$ cat src/rtl/id_ex_elastic_reg.sv
// ID->EX elastic pipeline boundary.
// A main entry (M) drives execute; a skid entry (S) absorbs the one extra entry that
// decode may push in the cycle execute stalls. Because in_ready is a register, a stall
// never creates a combinational path from out_ready back to in_ready.
// Control fields are kept at zero whenever their entry is not valid, so a bubble on the
// EX side always decodes as a NOP.
module id_ex_elastic_reg #(
    parameter int unsigned CTRL_W   = 10,
    parameter int unsigned DATA_W   = 120,
    parameter bit          CLR_DATA = 1'b0,
    parameter int unsigned CNT_W    = 16
) (
    input  logic              clk,
    input  logic              rst,
    input  logic              flush,
    input  logic              in_valid,
    output logic              in_ready,
    input  logic [CTRL_W-1:0] in_ctrl,
    input  logic [DATA_W-1:0] in_data,
    output logic              out_valid,
    input  logic              out_ready,
    output logic [CTRL_W-1:0] out_ctrl,
    output logic [DATA_W-1:0] out_data,
    output logic [1:0]        occupancy,
    output logic [CNT_W-1:0]  stall_cnt
);

    typedef enum logic [1:0] {
        ST_EMPTY = 2'd0,
        ST_ONE   = 2'd1,
        ST_FULL  = 2'd2
    } state_e;

    state_e            state_q;
    state_e            state_d;

    logic              in_ready_q;
    logic              in_ready_d;
    logic              out_valid_q;
    logic              out_valid_d;
    logic [1:0]        occ_q;
    logic [1:0]        occ_d;

    logic [CTRL_W-1:0] m_ctrl_q;
    logic [DATA_W-1:0] m_data_q;
    logic [CTRL_W-1:0] s_ctrl_q;
    logic [DATA_W-1:0] s_data_q;
    logic [CNT_W-1:0]  stall_cnt_q;

    logic              in_xfer_s;
    logic              out_xfer_s;
    logic              load_m_in_s;
    logic              load_m_skid_s;
    logic              load_s_s;
    logic              clr_m_ctrl_s;
    logic              clr_s_ctrl_s;
    logic              stall_s;

    assign in_xfer_s  = in_valid & in_ready_q;
    assign out_xfer_s = out_valid_q & out_ready;
    assign stall_s    = out_valid_q & ~out_ready & ~flush;

    // State register plus the registered handshake/occupancy outputs derived from next state
    always_ff @(posedge clk or posedge rst) begin
        if (rst) begin
            state_q     <= ST_EMPTY;
            in_ready_q  <= 1'b1;
            out_valid_q <= 1'b0;
            occ_q       <= 2'd0;
        end else begin
            state_q     <= state_d;
            in_ready_q  <= in_ready_d;
            out_valid_q <= out_valid_d;
            occ_q       <= occ_d;
        end
    end

    // Next-state logic; a flush overrides every transfer and empties the stage
    always_comb begin
        state_d = state_q;
        case (state_q)
            ST_EMPTY: begin
                if (in_xfer_s) begin
                    state_d = ST_ONE;
                end else begin
                    state_d = ST_EMPTY;
                end
            end
            ST_ONE: begin
                if (in_xfer_s && !out_xfer_s) begin
                    state_d = ST_FULL;
                end else if (!in_xfer_s && out_xfer_s) begin
                    state_d = ST_EMPTY;
                end else begin
                    state_d = ST_ONE;
                end
            end
            ST_FULL: begin
                if (out_xfer_s) begin
                    state_d = ST_ONE;
                end else begin
                    state_d = ST_FULL;
                end
            end
            default: begin
                state_d = ST_EMPTY;
            end
        endcase
        if (flush) begin
            state_d = ST_EMPTY;
        end else begin
            state_d = state_d;
        end
    end

    // Output logic: next values of the registered flags and the entry load/clear strobes
    always_comb begin
        in_ready_d    = (state_d != ST_FULL);
        out_valid_d   = (state_d != ST_EMPTY);
        load_m_in_s   = 1'b0;
        load_m_skid_s = 1'b0;
        load_s_s      = 1'b0;
        clr_m_ctrl_s  = 1'b0;
        clr_s_ctrl_s  = 1'b0;
        case (state_d)
            ST_EMPTY: occ_d = 2'd0;
            ST_ONE:   occ_d = 2'd1;
            ST_FULL:  occ_d = 2'd2;
            default:  occ_d = 2'd0;
        endcase
        case (state_q)
            ST_EMPTY: begin
                load_m_in_s = in_xfer_s;
            end
            ST_ONE: begin
                if (in_xfer_s && out_xfer_s) begin
                    load_m_in_s = 1'b1;
                end else if (in_xfer_s) begin
                    load_s_s = 1'b1;
                end else if (out_xfer_s) begin
                    clr_m_ctrl_s = 1'b1;
                end else begin
                    load_m_in_s = 1'b0;
                end
            end
            ST_FULL: begin
                if (out_xfer_s) begin
                    load_m_skid_s = 1'b1;
                    clr_s_ctrl_s  = 1'b1;
                end else begin
                    load_m_skid_s = 1'b0;
                end
            end
            default: begin
                load_m_in_s = 1'b0;
            end
        endcase
    end

    // Entry storage: M feeds execute, S holds the spilled entry; invalid ctrl is kept at zero
    always_ff @(posedge clk or posedge rst) begin
        if (rst) begin
            m_ctrl_q <= {CTRL_W{1'b0}};
            m_data_q <= {DATA_W{1'b0}};
            s_ctrl_q <= {CTRL_W{1'b0}};
            s_data_q <= {DATA_W{1'b0}};
        end else if (flush) begin
            m_ctrl_q <= {CTRL_W{1'b0}};
            s_ctrl_q <= {CTRL_W{1'b0}};
            if (CLR_DATA) begin
                m_data_q <= {DATA_W{1'b0}};
                s_data_q <= {DATA_W{1'b0}};
            end
        end else begin
            if (load_m_in_s) begin
                m_ctrl_q <= in_ctrl;
                m_data_q <= in_data;
            end else if (load_m_skid_s) begin
                m_ctrl_q <= s_ctrl_q;
                m_data_q <= s_data_q;
            end else if (clr_m_ctrl_s) begin
                m_ctrl_q <= {CTRL_W{1'b0}};
            end
            if (load_s_s) begin
                s_ctrl_q <= in_ctrl;
                s_data_q <= in_data;
            end else if (clr_s_ctrl_s) begin
                s_ctrl_q <= {CTRL_W{1'b0}};
            end
        end
    end

    // Saturating stall profiler; only rst clears it, flush cycles are not counted
    always_ff @(posedge clk or posedge rst) begin
        if (rst) begin
            stall_cnt_q <= {CNT_W{1'b0}};
        end else if (stall_s && (stall_cnt_q != {CNT_W{1'b1}})) begin
            stall_cnt_q <= stall_cnt_q + {{(CNT_W-1){1'b0}}, 1'b1};
        end
    end

    assign in_ready  = in_ready_q;
    assign out_valid = out_valid_q;
    assign out_ctrl  = m_ctrl_q;
    assign out_data  = m_data_q;
    assign occupancy = occ_q;
    assign stall_cnt = stall_cnt_q;

endmodule

$ cat config.mk
export PLATFORM = sky130hd
export DESIGN_NAME = id_ex_elastic_reg
export DESIGN_NICKNAME = d
export VERILOG_FILES = /design/src/rtl/id_ex_elastic_reg.sv
export SDC_FILE = /design/constraint.sdc
export NUM_CORES = 1
export LEC_CHECK = 0
export ABC_AREA = 1
export CAP_MARGIN = 20
export CORE_MARGIN = 5
export CORE_UTILIZATION = 30
export CTS_CLUSTER_DIAMETER = 100
export DETAILED_ROUTE_END_ITERATION = 8
export DONT_BUFFER_PORTS = 1
export RECOVER_POWER = 50
export SLEW_MARGIN = 15
export SYNTH_ARGS = -nofsm -noshare
export SYNTH_HDL_FRONTEND = slang
export SYNTH_SLANG_ARGS = --single-unit
$ cat constraint.sdc
create_clock -name clk -period 11.6 [get_ports clk]
set_input_delay 1.16 -clock clk [delete_from_list [all_inputs] [get_ports clk]]
set_output_delay 1.16 -clock clk [all_outputs]
set_load 0.02 [all_outputs]
==> results.yml, run 1 <==
timing:
  fmax_ghz: 0.205
  maxSlewHeadroom_pct: -286
  setup_tns_ns: 0
  hold_viol_final: 0
  finClkSkew_ns: 0.0192
  finalMaxSlewViolations: 176
  rsz0062_at_grt: "no"
  tightestPinTransition_ns: 5.76
  setup_violations: 0
  period_minus_slack_ns: 4.89
  fin_crit_sh_pct: 42.1
  worst_hold_slack_ns: 0.482
clock_tree:
  numCtsBuffers: 35
  root_buffer: "clkbuf_16"
  cts_sinks: 282
  h-tree-depth: 2
  post-cts-setup-buffers: 0
  post_cts_resized: 0
  tritoncts: "done"
  cts_hold_buf: 0
  clkLatencyLatePin_ns: 0.53
  clk_pin_slew_worst_paths_ns: 0.05
  clk_path_buf_depth: 3
power_and_ir_drop:
  power_density_mw_per_mm2: 241
  leakage_nw: 7.28
  irDropWorstVdd_mv: 0.106
synthesis:
  synth_area_per_cell_sq_um: 7.98
  synth_seq_cells: 282
  ys_seq_area_share_pct: 56.7
  syn-num-nets: 1697
  netlist_instances: 1559
  synth_top_family_by_area: "simple AND/OR/NAND/NOR gates"
  synth-simple-area-share_pct: 23.1
  synth_flop_cell: "dfrtp_1"
  ys_warn_count: 0
  synth_fa_ha_area_share_pct: 0.302
  synthMuxAreaShare_pct: 0
  synth_edf_count: 0
  synth_xor_area_share_pct: 0.493
  ys_types: 30
  synth_area_sq_mm: 0.0124
  synthArstFlopShare_pct: 100
  synth_compound_area_share_pct: 11.4
worst_setup_path:
  path_buf_inv: 1
  critical_path_class: "in -> async"
  max_stage_delay_ns: 3.12
  worstPathRequired_ns: 11.17
  worst-path-stages: 1
  critPathCaptureType: "asynchronous set/reset pin"
  start_kind: "input pin"
  path_cells: "clkinvlp_2"
  cp_data_arrival_time_ns: 4.46
  crit_family: "buffers and inverters"
  cp_max_fo: 131
  reg2regPathDepth: 10
  cp_slowest_cell: "clkinvlp_2"
place:
  dp_hpwl_microns: 20000
  port_buffers: 0
  dp_cells: 2013
  gp_congestion: 0.777
  placed_area_sq_mm: 0.0128
drt:
  wl_microns: 31500
  drtIter0Drc: 601
  drtAntennaViolNets: 0
  remaining_drc_errors: 0
  viasPerCell: 4.58
  wl_per_cell_microns: 15.2
  dr_total_vias: 9502
  first_pass_iters: 6
grt:
  first_global_vias: 9242
  antenna_found_initial: 4
  grt_pass1_wl_microns: 50200
  grt_overflow: 0
  grt_usage_pct: 13.5
  grt_max_degree: 263
floorplan:
  core_sq_mm: 0.0409
  io_pins: 285
  die-height_microns: 214
  start_util_pct: 30.4
  fp-row-count: 74
  die_area_sq_mm: 0.0457
  die_x_microns: 214
run_status:
  violations: "max-capacitance violations, max-slew violations"
  status: "finished with violations"
min_path:
  hold_depth: 2
  hp-class: "reg -> reg"
final_layout:
  diodes: 0
  n_fill_cell: 4241
  stdcell_area_sq_mm: 0.0140
  multiInputGateArea_sq_mm: 0.00439
  regArea_sq_mm: 0.00706
  final_util_pct: 34.2
  drive_above_1_share_pct: 5.32
  syn2layout_area_growth_pct: 12.5
  nets: 1657
  finalNonFillerCells: 2074
flow_run:
  cap_violations: 2
-- stage by stage --
step           setup slack, ns  total power, mW
2_1_floorplan             2.66             2.10
3_3_place_gp              7.43             2.24
3_5_place_dp              7.38             2.27
4_1_cts                   7.92             3.43
5_1_grt                   5.64             3.61
6_report                  6.71             3.37
-- per-layer routing --
metal | wire length [microns] | GRT usage (%) | vias to the layer above
li1 | - | - | 4735
met1 | 13500 | 16.9 | 4450
met2 | 14000 | 21.1 | 262
met3 | 3270 | 6.53 | 47
met4 | 655 | 3.84 | 8
met5 | 74 | 0 | -
-- path summary, 6_finish.rpt --
| kind | start | to | slack [ns] |
|---|---|---|---|
| setup / recovery | rst | s_data_q[56] | 6.71 |
| hold / removal | s_data_q[30] | s_data_q[30] | 0.48 |
| setup reg to reg | in_ready | out_data[70] | 7.93 |
| hold reg to reg | s_data_q[30] | s_data_q[30] | 0.48 |
| max in group clk | in_ready | out_data[70] | 7.93 |
| min in group asynchronous | rst | s_data_q[78] | 2.27 |
-- where the power goes --
part           internal, mW  total (mW)  switching [mW]
registers              1.30        1.73           0.427
clock network         0.701        1.13           0.429
logic                 0.201       0.509           0.308
-- cell usage in the layout, fill, tap and decap left out, drive strengths merged, types with 3 or more instances in the layout --
cell type,netlist,routed
nand2,702,702
clkinv,1,7
inv,160,162
xnor2,6,6
buf,47,7
clkbuf,37,46
o21ai,267,267
ha,3,3
o22ai,10,10
nor2,21,21
dfrtp,281,281
nand3,12,12
nand4,6,6
bufinv,0,5
-- layout make-up --
type,instances,area share [%]
flip-flops and latches,282,50.4
multi-input cells,1032,31.3
clock buffers,46,6.91
well taps,532,4.75
inverters,161,4.35
clock inverters,14,1.55
repair buffers,7,0.697
-- kinds of logic (layout without fill, tap and decap cells) --
group	Yosys count	after routing
simple gates	744	744
flops	282	282
compound gates	278	278
xor+xnor	7	7
buf+inv	245	228
fa+ha+maj	3	3
-- state kept, by name, indices dropped and copies added, names as in the netlist --
signal / cells
out_data: 120
s_data_q: 120
stall_cnt: 16
out_ctrl: 10
s_ctrl_q: 10
occupancy: 2
state_q: 2
in_ready: 1
out_valid: 1
-- synthesized netlist by cell type (2+ instances only) --
cell	instances	area (sq um)
nand2_2	7	43.8
buf_2	41	205
nand3_1	10	50.1
nor2_1	17	63.8
inv_2	5	18.8
ha_1	3	37.5
o21ai_1	17	85.1
nand3_2	2	20.0
nor2_4	2	22.5
inv_1	155	582
nand2_1	695	2610
buf_4	2	15.0
nor2_2	2	12.5
dfrtp_1	281	7030
buf_6	2	22.5
o21ai_0	248	1240
buf_1	2	7.51
clkbuf_1	37	139
xnor2_1	6	52.6
o22ai_1	10	62.6
nand4_1	6	37.5
Note: power is estimated with default switching activity, not from simulation.
==> run 2: changes to the inputs <==
clock period = 5 ns   (was 11.6 ns; I/O delays follow)
==> results.yml, run 2 (synthesis results as in run 1) <==
place:
  port_buffers: 0
  dp_hpwl_microns: 20000
  post-place-ws_ns: 2.04
  dp_cells: 2014
  gp_congestion: 0.788
  placed_area_sq_mm: 0.0129
clock_tree:
  h-tree-depth: 2
  cts_sinks: 282
  cts_hold_buf: 0
  clk_path_buf_depth: 3
  clkLatencyLatePin_ns: 0.52
  post_cts_resized: 0
  root_buffer: "clkbuf_16"
  numCtsBuffers: 35
  clk_pin_slew_worst_paths_ns: 0.06
  post-cts-setup-buffers: 0
  tritoncts: "done"
timing:
  rsz0062_at_grt: "no"
  fmax_ghz: 0.313
  finClkSkew_ns: 0.0126
  finalMaxSlewViolations: 131
  maxSlewHeadroom_pct: -122
  setup_ws_ns: 1.81
  hold_viol_final: 0
  setup_violations: 0
  tightestPinTransition_ns: 3.33
  setup_tns_ns: 0
  fin_crit_sh_pct: 63.8
  period_minus_slack_ns: 3.19
worst_setup_path:
  start_kind: "input pin"
  worstPathRequired_ns: 4.87
  cp_slowest_cell: "clkbuf_2"
  critPathCaptureType: "asynchronous set/reset pin"
  path_cells: "clkinvlp_2 -> clkbuf_2"
  cp_data_arrival_time_ns: 3.06
  cp_max_fo: 130
  critical_path_class: "in -> async"
  max_stage_delay_ns: 2.26
  path_buf_inv: 2
  crit_family: "buffers and inverters"
power_and_ir_drop:
  power_density_mw_per_mm2: 561
  irDropWorstVdd_mv: 0.233
  total_power_mw: 7.90
  leakage_nw: 7.30
grt:
  grt_usage_pct: 13.5
  first_global_vias: 9116
  grt_use_met1_pct: 17.7
  antenna_found_initial: 1
  met2_usage_pct: 20.8
  grt_pass1_wl_microns: 50000
  grt_max_degree: 262
  grt_overflow: 0
  met3_usage_pct: 5.76
  top_usage_layer: "met2"
drt:
  drtAntennaViolNets: 0
  wl_per_cell_microns: 15.2
  wl_microns: 31500
  viasPerCell: 4.56
  dr_total_vias: 9472
  drtIter0Drc: 781
  first_pass_iters: 5
  remaining_drc_errors: 0
final_layout:
  layout_common_cells: "695 x nand2_1, 281 x dfrtp_1, 248 x o21ai_0, 154 x inv_1, 37 x clkbuf_16"
  syn2layout_area_growth_pct: 13.0
  drive_above_1_share_pct: 5.31
  final_common_cell: "nand2_1"
  n_fill_cell: 4270
  nets: 1657
  stdcell_area_sq_mm: 0.0141
  finalNonFillerCells: 2075
  diodes: 0
floorplan:
  fp-row-count: 74
  start_util_pct: 30.4
  die-height_microns: 214
  die_area_sq_mm: 0.0457
  core_sq_mm: 0.0409
  die_x_microns: 214
  io_pins: 285
run_status:
  violations: "max-capacitance violations, max-slew violations"
  status: "finished with violations"
min_path:
  hp-class: "in -> async"
flow_run:
  cap_violations: 1
[run 2: area by class of cell]
cell class                 count  area [sq um]  share of cell area [%]
tap                          532           666                    4.73
inverter                     161           609                    4.33
timing repair buffer           7           100                   0.711
multi-input combinational   1032          4410                    31.3
sequential                   282          7060                    50.2
clock buffer                  51          1030                    7.31
clock inverter                10           200                    1.42
[run 2: report_power, final]
part | leakage, nW | total (mW) | switching [mW] | internal, mW
combinational | 3.07 | 1.18 | 0.715 | 0.467
clock | 0.603 | 2.70 | 0.964 | 1.73
sequential | 3.63 | 4.02 | 0.995 | 3.02
[run 2: worst paths after layout]
check               startpoint           end  slack, ns  cells past startpoint
setup / recovery           rst   out_data[1]       1.81                      2
hold / removal             rst  out_data[70]       0.08                      2
setup reg to reg      in_ready   out_data[8]       1.98                      9
hold reg to reg   s_data_q[55]  s_data_q[55]       0.48                      2
max in group clk      in_ready   out_data[8]       1.98                      9
min in group clk         flush    state_q[1]       0.11                      1
[run 2: stage by stage]
step	util, %	hold slack (ns)
4_1_cts	34.4	0.0593
6_report	34.4	0.0833
3_5_place_dp	31.4	0.473
3_3_place_gp	31.4	0.466
5_1_grt	34.4	0.0773
2_1_floorplan	-	0.453
[run 2: metal layers]
metal	up-vias	wire length, microns
met5	-	13
met4	2	605
met3	45	3070
met2	249	14100
met1	4455	13700
li1	4721	-
